==> src/rtl/alu_seq_pkg.sv <==
// Shared opcode encoding, sequencer state set and opcode-class helpers for alu_sequencer.
// The T_LD_* states exist only when ALU_SEQ_LOAD_EN is defined.
package alu_seq_pkg;
  localparam int OP_W = 5;

  localparam logic [OP_W-1:0] OP_ADD  = 5'd0;
  localparam logic [OP_W-1:0] OP_SUB  = 5'd1;
  localparam logic [OP_W-1:0] OP_MUL  = 5'd2;
  localparam logic [OP_W-1:0] OP_DIV  = 5'd3;
  localparam logic [OP_W-1:0] OP_SHR  = 5'd4;
  localparam logic [OP_W-1:0] OP_SHRA = 5'd5;
  localparam logic [OP_W-1:0] OP_SHL  = 5'd6;
  localparam logic [OP_W-1:0] OP_ROR  = 5'd7;
  localparam logic [OP_W-1:0] OP_ROL  = 5'd8;
  localparam logic [OP_W-1:0] OP_AND  = 5'd9;
  localparam logic [OP_W-1:0] OP_OR   = 5'd10;
  localparam logic [OP_W-1:0] OP_NEG  = 5'd11;
  localparam logic [OP_W-1:0] OP_NOT  = 5'd12;
  localparam logic [OP_W-1:0] OP_MAX  = OP_NOT;

  typedef enum logic [2:0] {
    IDLE,
    T_Y,
    T_EXEC,
    T_WB,
    T_WB_HI
`ifdef ALU_SEQ_LOAD_EN
    ,
    T_LD_MDR,
    T_LD_WB
`endif
  } state_t;

  // Unary ops take their sole operand straight onto the bus in T_EXEC; Y is skipped.
  function automatic logic is_unary(input logic [OP_W-1:0] op);
    return (op == OP_NEG) || (op == OP_NOT);
  endfunction

  function automatic logic is_hilo(input logic [OP_W-1:0] op);
    return (op == OP_MUL) || (op == OP_DIV);
  endfunction
endpackage

==> src/rtl/alu_sequencer_dec.sv <==
// Register index to one-hot strobe decoder; all-zero when not enabled.
module reg_onehot_dec #(
  parameter int NREGS = 16,
  parameter int IW    = $clog2(NREGS)
) (
  input  logic [IW-1:0]    idx,
  input  logic             en,
  output logic [NREGS-1:0] onehot
);
  for (genvar i = 0; i < NREGS; i++) begin : g_bit
    assign onehot[i] = en && (idx == IW'(i));
  end
endmodule

==> src/rtl/alu_sequencer.sv <==
// T-state control sequencer for one register-to-register ALU command per handshake.
// Optional memory-load path (T_LD_MDR/T_LD_WB) is built only with ALU_SEQ_LOAD_EN.
module alu_sequencer
  import alu_seq_pkg::*;
#(
  parameter int NREGS = 16,
  parameter int OPW   = 5,
  localparam int IW   = $clog2(NREGS)
) (
  input  logic             clock,
  input  logic             clear,
  input  logic             cmd_valid,
  output logic             cmd_ready,
  input  logic [OPW-1:0]   cmd_op,
  input  logic [IW-1:0]    cmd_dst,
  input  logic [IW-1:0]    cmd_srca,
  input  logic [IW-1:0]    cmd_srcb,
  input  logic             cmd_load,
  output logic [NREGS-1:0] Rin,
  output logic [NREGS-1:0] Rout,
  output logic             Yin,
  output logic             Zin,
  output logic             Zlowout,
  output logic             Zhighout,
  output logic             LOin,
  output logic             HIin,
  output logic             Read,
  output logic             MDRin,
  output logic             MDRout,
  output logic [OPW-1:0]   ALU_op,
  output logic             done,
  output logic             bad_op
);
  typedef struct packed {
    logic [OPW-1:0] op;
    logic [IW-1:0]  dst;
    logic [IW-1:0]  srca;
    logic [IW-1:0]  srcb;
  } cmd_t;

  state_t          state, state_nx;
  cmd_t            cmd_q;
  logic            accept, ld_in, op_bad_in, done_nx;
  logic            rout_en, rin_en;
  logic [IW-1:0]   rout_idx;
  logic [OP_W-1:0] op_in_c, op_q_c;

  assign cmd_ready = (state == IDLE) && !clear;
  assign accept    = cmd_valid && cmd_ready;
  // Out-of-range opcodes never reach the low bits used by the class helpers.
  assign op_in_c   = OP_W'(cmd_op);
  assign op_q_c    = OP_W'(cmd_q.op);

`ifdef ALU_SEQ_LOAD_EN
  assign ld_in = cmd_load;
`else
  logic unused_load;
  assign ld_in       = 1'b0;
  assign unused_load = cmd_load;
`endif

  assign op_bad_in = !ld_in && (cmd_op > OPW'(OP_MAX));

  always_ff @(posedge clock) begin
    if (clear) begin
      state  <= IDLE;
      done   <= 1'b0;
      bad_op <= 1'b0;
    end else begin
      state  <= state_nx;
      done   <= done_nx;
      bad_op <= accept && op_bad_in;
    end
    if (accept) cmd_q <= '{op: cmd_op, dst: cmd_dst, srca: cmd_srca, srcb: cmd_srcb};
  end

  always_comb begin
    state_nx = state;
    done_nx  = 1'b0;
    rout_en  = 1'b0;
    rout_idx = cmd_q.srca;
    rin_en   = 1'b0;
    Yin      = 1'b0;
    Zin      = 1'b0;
    Zlowout  = 1'b0;
    Zhighout = 1'b0;
    LOin     = 1'b0;
    HIin     = 1'b0;
    Read     = 1'b0;
    MDRin    = 1'b0;
    MDRout   = 1'b0;
    ALU_op   = '0;
    case (state)
      IDLE: begin
        if (accept && !op_bad_in) begin
`ifdef ALU_SEQ_LOAD_EN
          if (cmd_load) state_nx = T_LD_MDR;
          else
`endif
          if (is_unary(op_in_c)) state_nx = T_EXEC;
          else                   state_nx = T_Y;
        end
      end
      T_Y: begin
        rout_en  = 1'b1;
        Yin      = 1'b1;
        state_nx = T_EXEC;
      end
      T_EXEC: begin
        rout_en  = 1'b1;
        rout_idx = is_unary(op_q_c) ? cmd_q.srca : cmd_q.srcb;
        Zin      = 1'b1;
        ALU_op   = cmd_q.op;
        state_nx = T_WB;
      end
      T_WB: begin
        Zlowout = 1'b1;
        if (is_hilo(op_q_c)) begin
          LOin     = 1'b1;
          state_nx = T_WB_HI;
        end else begin
          rin_en   = 1'b1;
          done_nx  = 1'b1;
          state_nx = IDLE;
        end
      end
      T_WB_HI: begin
        Zhighout = 1'b1;
        HIin     = 1'b1;
        done_nx  = 1'b1;
        state_nx = IDLE;
      end
`ifdef ALU_SEQ_LOAD_EN
      T_LD_MDR: begin
        Read     = 1'b1;
        MDRin    = 1'b1;
        state_nx = T_LD_WB;
      end
      T_LD_WB: begin
        MDRout   = 1'b1;
        rin_en   = 1'b1;
        done_nx  = 1'b1;
        state_nx = IDLE;
      end
`endif
      default: state_nx = IDLE;
    endcase
  end

  reg_onehot_dec #(.NREGS(NREGS), .IW(IW)) u_rout_dec (
    .idx   (rout_idx),
    .en    (rout_en),
    .onehot(Rout)
  );

  reg_onehot_dec #(.NREGS(NREGS), .IW(IW)) u_rin_dec (
    .idx   (cmd_q.dst),
    .en    (rin_en),
    .onehot(Rin)
  );
endmodule

==> config.mk <==
export PLATFORM = sky130hd
export DESIGN_NAME = alu_sequencer
export DESIGN_NICKNAME = d
export VERILOG_FILES = /design/src/rtl/alu_seq_pkg.sv /design/src/rtl/alu_sequencer_dec.sv /design/src/rtl/alu_sequencer.sv
export SDC_FILE = /design/constraint.sdc
export NUM_CORES = 1
export LEC_CHECK = 0
export BUFFER_PORTS_ARGS = -buffer_cell sky130_fd_sc_hd__buf_2
export CORE_ASPECT_RATIO = 1.4
export CORE_MARGIN = 2
export CORE_UTILIZATION = 45
export CTS_CLUSTER_DIAMETER = 80
export CTS_CLUSTER_SIZE = 10
export DETAILED_ROUTE_END_ITERATION = 8
export PLACE_DENSITY = 0.78
export SLEW_MARGIN = 20
export SYNTH_ARGS = -nofsm -noshare
export SYNTH_HDL_FRONTEND = slang
export SYNTH_SLANG_ARGS = --single-unit
==> constraint.sdc <==
create_clock -name clock -period 3.8 [get_ports clock]
set_input_delay 1.14 -clock clock [delete_from_list [all_inputs] [get_ports clock]]
set_output_delay 1.14 -clock clock [all_outputs]
set_load 0.01 [all_outputs]
Word level (Yosys, flattened, before mapping)
Index checks and enable logic that the tools add are counted.
{ "word_totals": {"output_inout_bits": 49, "inputBits": 21, "word_cells": 111, "ff_bits": 22} }
{ "op_classes": {"n_mux": 17, "order_cmp": 1, "n_reduce_logical": 45, "n_eq_ne": 41} }
{ "ops": {"columns": ["operator", "count"], "rows": [
  ["4-bit == test, second input constant", 16],
  ["1-bit logical AND", 36],
  ["4-bit by 3-bit == test with 1-bit output, second input constant", 8],
  ["5-bit by 4-bit == test with 1-bit output, second input constant", 4],
  ["4-bit by 2-bit == test with 1-bit output, second input constant", 4],
  ["3-bit one-hot mux with 4 select lines", 1],
  ["5-bit by 2-bit == test with 1-bit output, second input constant", 2],
  ["1-bit two-way mux", 9],
  ["4-bit by 1-bit == test with 1-bit output, second input constant", 2],
  ["4-bit zero test", 2],
  ["4-bit two-way mux", 2],
  ["3-bit by 2-bit == test with 1-bit output, second input constant", 2],
  ["3-bit two-way mux", 2],
  ["5-bit by 4-bit > comparator with 1-bit output, second input constant", 1],
  ["5-bit two-way mux", 1],
  ["3-bit by 1-bit == test with 1-bit output, second input constant", 1],
  ["3-bit == test, second input constant", 1],
  ["3-bit zero test", 1],
  ["1-bit logical OR", 3],
  ["1-bit zero test", 2],
  ["2-bit two-way mux", 1],
  ["2-bit by 1-bit inequality test with 1-bit output, second input constant", 1],
  ["1-bit one-hot mux with 2 select lines", 1],
  ["2-bit OR reduction", 1]
]} }

Longest topological paths before layout
{ "logic_depth": {"depth_word": 6, "depth_mapped": 6, "ltp_nobuf": 4} }

Modules after synthesis
Synthesis repeated with hierarchy kept, for this count alone.
{ "unflattened": {"hier_cells": 118, "area_unflattened_um2": 1201.2} }
{ "by_module_without_submodules": {"columns": ["module", "seq_area_each_um2", "area_per_inst_um2", "instances", "cells_per_inst"], "rows": [
  ["alu_sequencer", 610.6, 965.9, 1, 72],
  ["reg_onehot_dec", 0.0, 117.6, 2, 23]
]} }

Worst setup path after synthesis
OpenSTA, ideal clock, no wires.
{ "synth_timing": {"path_type": "register -> output", "from": "register state[0]", "to": "output port Rout[0]", "path_buffers": 2, "path_slack_ns": 1.040, "arrival_time_ns": 1.620, "required_time_ns": 2.660, "path_stages_with_launch": 7, "path_cell_list": "dfxtp_1 buf_4 xnor2_1 or3_1 buf_2 or4_1 mux2i_1"} }
{ "synth_via": {"elab_chain_cells": 4, "word_cells_on_any_way": 7, "cone_classes": "eq/ne: 2; mux: 2; reduce/logical: 3"} }
{ "synth_rtl": {"columns": ["element", "line_no", "source"], "rows": [
  ["from (decl)", "alu_sequencer.sv:41", "state_t state, state_nx;"],
  ["from (signal assigned)", "alu_sequencer.sv:70", "state <= state_nx;"],
  ["3-bit by 2-bit == test with 1-bit output / 3-bit by 1-bit == test with 1-bit output (equally long branches)", "alu_sequencer.sv:93", "case (state)"],
  ["4-bit two-way mux / 2-bit OR reduction (equally long branches)", null, null],
  ["4-bit zero test / 1-bit two-way mux (equally long branches)", "alu_sequencer_dec.sv:11, alu_sequencer.sv:93", null],
  ["1-bit logical AND (*)", "alu_sequencer_dec.sv:11", "assign onehot[i] = en && (idx == IW'(i));"],
  ["to (decl)", "alu_sequencer.sv:20", "output logic [NREGS-1:0] Rout,"]
]} }
Mark *: on every way between the ends. The rest lies on a longest branch, timed or not.

Worst setup path in the final report
{ "layout_timing": {"from": "register cmd_q (netlist bit op_q_c[2])", "to": "output port Rout[10]"} }
{ "layout_via": {"elab_chain_cells": 6, "word_cells_on_any_way": 7, "cone_classes": "eq/ne: 3; mux: 2; reduce/logical: 2"} }
{ "layout_rtl": {"columns": ["element", "line_no", "source"], "rows": [
  ["from (decl)", "alu_sequencer.sv:42", "cmd_t cmd_q;"],
  ["from (signal assigned)", "alu_sequencer.sv:74", "if (accept) cmd_q <= '{op: cmd_op, dst: cmd_dst, srca: cmd_srca, srcb: cmd_srcb};"],
  ["5-bit by 4-bit == test with 1-bit output", "alu_seq_pkg.sv:36", "return (op == OP_NEG) || (op == OP_NOT);"],
  ["1-bit logical OR (*)", "alu_seq_pkg.sv:36", null],
  ["4-bit two-way mux (*)", "alu_sequencer.sv:111", "rout_idx = is_unary(op_q_c) ? cmd_q.srca : cmd_q.srcb;"],
  ["4-bit two-way mux (*)", "alu_sequencer.sv:93", null],
  ["4-bit == test (*)", "alu_sequencer_dec.sv:11", null],
  ["1-bit logical AND (*)", "alu_sequencer_dec.sv:11", null]
]} }
Marked as above.

==> results.cfg <==
[run_status]
status = complete, no violations

[critical_path]
end_kind = primary output
worst_ep_required_time_ns = 2.66
largest_stage_delay_on_the_critical_path_ns = 0.71
reg2regPathDepth = 2
critPathLaunch = op_q_c[2]$_DFFE_PP_
timing.rr.end = cmd_q[1]$_DFFE_PP_
worst_path_max_delay_cell = sky130_fd_sc_hd__o21ai_2
cp_max_fo = 16
reg2reg_slack_ns = 1.97
critPathArrivalTime_ns = 2.25
worstSetupPathType = flop to primary output
r2r_start = state[0]$_SDFFE_PP0P_
critPathLaunchType = flop
timing.critical_path.cells = and3b_1, a21oi_1, o21ai_2, mux2_2, buf_2
crit_path_end = Rout[10]

[cts]
clock_sink_count = 22
clkLatencyLatePin_ns = 0.26
setup_buffers_after_cts = 0
clock_path_buffers = 2
path_clk_slew_ns = 0.07
cts_resized = 0
root_buffer = sky130_fd_sc_hd__clkbuf_8
cts_hold_buffers = 0
ctsHtreeMaxLevel = 1
clock_tree_from_tritoncts = done
cts_buffer_count = 3

[place]
gpl.final_weighted_congestion = 0.774
detailed_placer_s_ending_hpwl_um = 2510
placed_cells_incl_taps = 260
placedInstanceArea_um2 = 1790
number_of_buffers_added_on_ports = 65

[timing]
hold_viol = 0
clock_skew_after_layout_ns = 0.00259
period_share = 0.891
finalHoldWorstSlack_ns = 0.635
max_freq_mhz = 295
timing.max_slew.rel_slack = 0.393
rsz0062_at_grt = false
final_min_period_ns = 3.39
tightest_slew_ns = 0.910
timing.setup.tns_ns = 0
setup_viol = 0
maxSlewViolCount = 0

[logic_synthesis]
synth_largest_area_cell = sky130_fd_sc_hd__edfxtp_1
postSynthAreaPerCell_um2 = 8.76
synth_top_cells_by_area = sky130_fd_sc_hd__edfxtp_1 (34%), sky130_fd_sc_hd__nor2_1 (7.1%), sky130_fd_sc_hd__dfxtp_1 (6.7%)
number_of_warnings_issued_by_yosys = 0
postSynthRegisterBits = 22
syn_area_um2 = 1490
yosys.cell_types.count = 35
synth-seq-area-share = 0.410
syn_inst = 170
area_fraction_of_the_dominant_cell_type_after_synthesis = 0.343

[routing]
detail_route.iter0.violations = 46
wl_per_cell_um = 12.1
detailroute.via_count = 1389
post-route-drc-count = 0
drt_pre_antenna_iters = 4
antenna_left = 0
route.detailed.vias_per_inst = 5.26
routed_wirelength_um = 3200

[grt]
wire_length_of_the_first_global_routing_pass_um = 5150
grt_pass1_vias = 1236
grt_max_degree = 19
overflow = 0
globalRouteTotalUtil = 0.175
antenna_found_initial = 0

[min_path]
worst_hold_path_type = flop to flop

[final_layout]
area_growth_syn_to_layout_pct = 23.6
layoutNonFillerInstCount = 264
final_design_area_no_fill_um2 = 1840
multi_input_comb_area_um2 = 797
num-nets-final = 247
drive_above_1_share = 0.351
regArea_um2 = 611
antenna_cells = 0
filler_cell_count = 299

[floorplan]
floorplan.die_area_um2 = 3790
die_height_um = 72.1
fp.coreArea_um2 = 3150
boundaryPins = 70
core.rowCount = 24
die_width_um = 52.6
start_util = 0.472

[pwr]
leakagePower_nw = 0.881
vdd.ir_drop.worst_mv = 0.269
p_per_area_nw_per_um2 = 294

[run]
timing.max_cap.violations = 0
[cells in the mapped netlist]
cell,instances
sky130_fd_sc_hd__xnor2_1,1
sky130_fd_sc_hd__inv_1,1
sky130_fd_sc_hd__nor4_1,2
sky130_fd_sc_hd__and3b_1,1
sky130_fd_sc_hd__o21ai_2,1
sky130_fd_sc_hd__dfxtp_1,5
sky130_fd_sc_hd__o21a_1,1
sky130_fd_sc_hd__edfxtp_1,17
sky130_fd_sc_hd__buf_2,2
sky130_fd_sc_hd__o21ba_2,1
sky130_fd_sc_hd__o211a_1,1
sky130_fd_sc_hd__nor3b_1,3
sky130_fd_sc_hd__nor3b_2,1
sky130_fd_sc_hd__or3_1,1
sky130_fd_sc_hd__o22ai_1,1
sky130_fd_sc_hd__and2_1,6
sky130_fd_sc_hd__or4b_1,1
sky130_fd_sc_hd__nand2b_1,9
sky130_fd_sc_hd__nand3b_1,4
sky130_fd_sc_hd__nor3_1,12
sky130_fd_sc_hd__a2111oi_0,1
sky130_fd_sc_hd__conb_1,1
sky130_fd_sc_hd__buf_4,6
sky130_fd_sc_hd__a311oi_1,1
sky130_fd_sc_hd__a21o_1,1
sky130_fd_sc_hd__nand2_1,16
sky130_fd_sc_hd__mux2i_1,9
sky130_fd_sc_hd__nand4_1,2
sky130_fd_sc_hd__clkbuf_1,8
sky130_fd_sc_hd__a21oi_1,2
sky130_fd_sc_hd__nand3_1,9
sky130_fd_sc_hd__or4_1,1
sky130_fd_sc_hd__nor2b_1,7
sky130_fd_sc_hd__nor2_1,28
sky130_fd_sc_hd__mux2_2,7
[power breakdown]
group,switching (W),internal (W)
clock network,0.0000701,0.0000922
logic,0.0000478,0.0000389
registers,0.0000185,0.000274
[cells by family after synthesis]
group | count (synthesis) | share of synthesized area
other | 1 | 0.00252
multiplexers | 16 | 0.113
buffers and inverters | 17 | 0.0597
AND/OR/NAND/NOR | 103 | 0.356
XOR/XNOR | 1 | 0.00588
AO/OA/AOI/OAI | 10 | 0.0521
flip-flops | 22 | 0.410
[sequential cells by signal, summed over array words and instances, names as in the netlist]
name,cells
done,1
bad_op,1
op_q_c,5
cmd_q,12
state,3
[routing by layer]
layer  vias to the layer above  routed length [µm]  track usage
li1                        691                   -            -
met2                        62                1760        0.322
met3                         0                 208       0.0267
met1                       636                1230        0.196
met5                         -                   0            0
met4                         0                   0       0.0684
[how the worst min path moves through the flow]
stage	startpoint	slack (ns)	end	depth (start not counted)
after floorplan	state[0]$_SDFFE_PP0P_	0.52	state[0]$_SDFFE_PP0P_	2
after global placement	state[2]$_SDFFE_PP0P_	0.60	state[0]$_SDFFE_PP0P_	1
after CTS	state[2]$_SDFFE_PP0P_	0.61	state[0]$_SDFFE_PP0P_	1
final	op_q_c[4]$_DFFE_PP_	0.64	state[2]$_SDFFE_PP0P_	2
after detailed placement	state[2]$_SDFFE_PP0P_	0.60	state[0]$_SDFFE_PP0P_	1
after global routing	state[1]$_SDFFE_PP0P_	0.65	state[0]$_SDFFE_PP0P_	2
[per-stage QoR]
stage | total power (W) | setup slack, ns | util
after floorplan | 0.000357 | 1.04 | -
after global placement | 0.000382 | 0.748 | 0.566
after detailed placement | 0.000385 | 0.693 | 0.566
after CTS | 0.000546 | 0.402 | 0.584
after global routing | 0.000568 | 0.290 | 0.584
final | 0.000542 | 0.415 | 0.584
[layout make-up]
type	instances	share of cell area
clock buffers	4	0.0299
well taps	39	0.0265
multi-input cells	133	0.433
repair buffers	65	0.177
inverters	1	0.00204
flip-flops and latches	22	0.332
[worst max-delay path: cells and delay by family (launching register included)]
family	cells	cell delay, ns
AOI/OAI and AO/OA	2	0.76
buffers and inverters	1	0.14
DFF	1	0.43
muxes	1	0.43
and+or+nand+nor	1	0.24
[layout by cell type (no fill, tap or decap)]
cell type                    n
sky130_fd_sc_hd__o21ba_2     1
sky130_fd_sc_hd__o21a_1      1
sky130_fd_sc_hd__conb_1      3
sky130_fd_sc_hd__nand3b_1    4
sky130_fd_sc_hd__a2111oi_0   1
sky130_fd_sc_hd__and2_1      6
sky130_fd_sc_hd__nand2_1    16
sky130_fd_sc_hd__a21o_1      1
sky130_fd_sc_hd__nand2b_1    9
sky130_fd_sc_hd__nor2b_1     7
sky130_fd_sc_hd__nor3_1     12
sky130_fd_sc_hd__mux2_2      7
sky130_fd_sc_hd__a21oi_1     2
sky130_fd_sc_hd__nand3_1     9
sky130_fd_sc_hd__clkbuf_8    4
sky130_fd_sc_hd__and3b_1     1
sky130_fd_sc_hd__a311oi_1    1
sky130_fd_sc_hd__or3_1       1
sky130_fd_sc_hd__xnor2_1     1
sky130_fd_sc_hd__or4_1       1
sky130_fd_sc_hd__nor3b_2     1
sky130_fd_sc_hd__nor3b_1     3
sky130_fd_sc_hd__o211a_1     1
sky130_fd_sc_hd__buf_2      65
sky130_fd_sc_hd__edfxtp_1   17
sky130_fd_sc_hd__o22ai_1     1
sky130_fd_sc_hd__nor2_1     28
sky130_fd_sc_hd__dfxtp_1     5
sky130_fd_sc_hd__nand4_1     2
sky130_fd_sc_hd__or4b_1      1
sky130_fd_sc_hd__nor4_1      2
sky130_fd_sc_hd__inv_1       1
sky130_fd_sc_hd__o21ai_2     1
sky130_fd_sc_hd__mux2i_1     9
No activity file was read; power rests on OpenSTA's default activity.
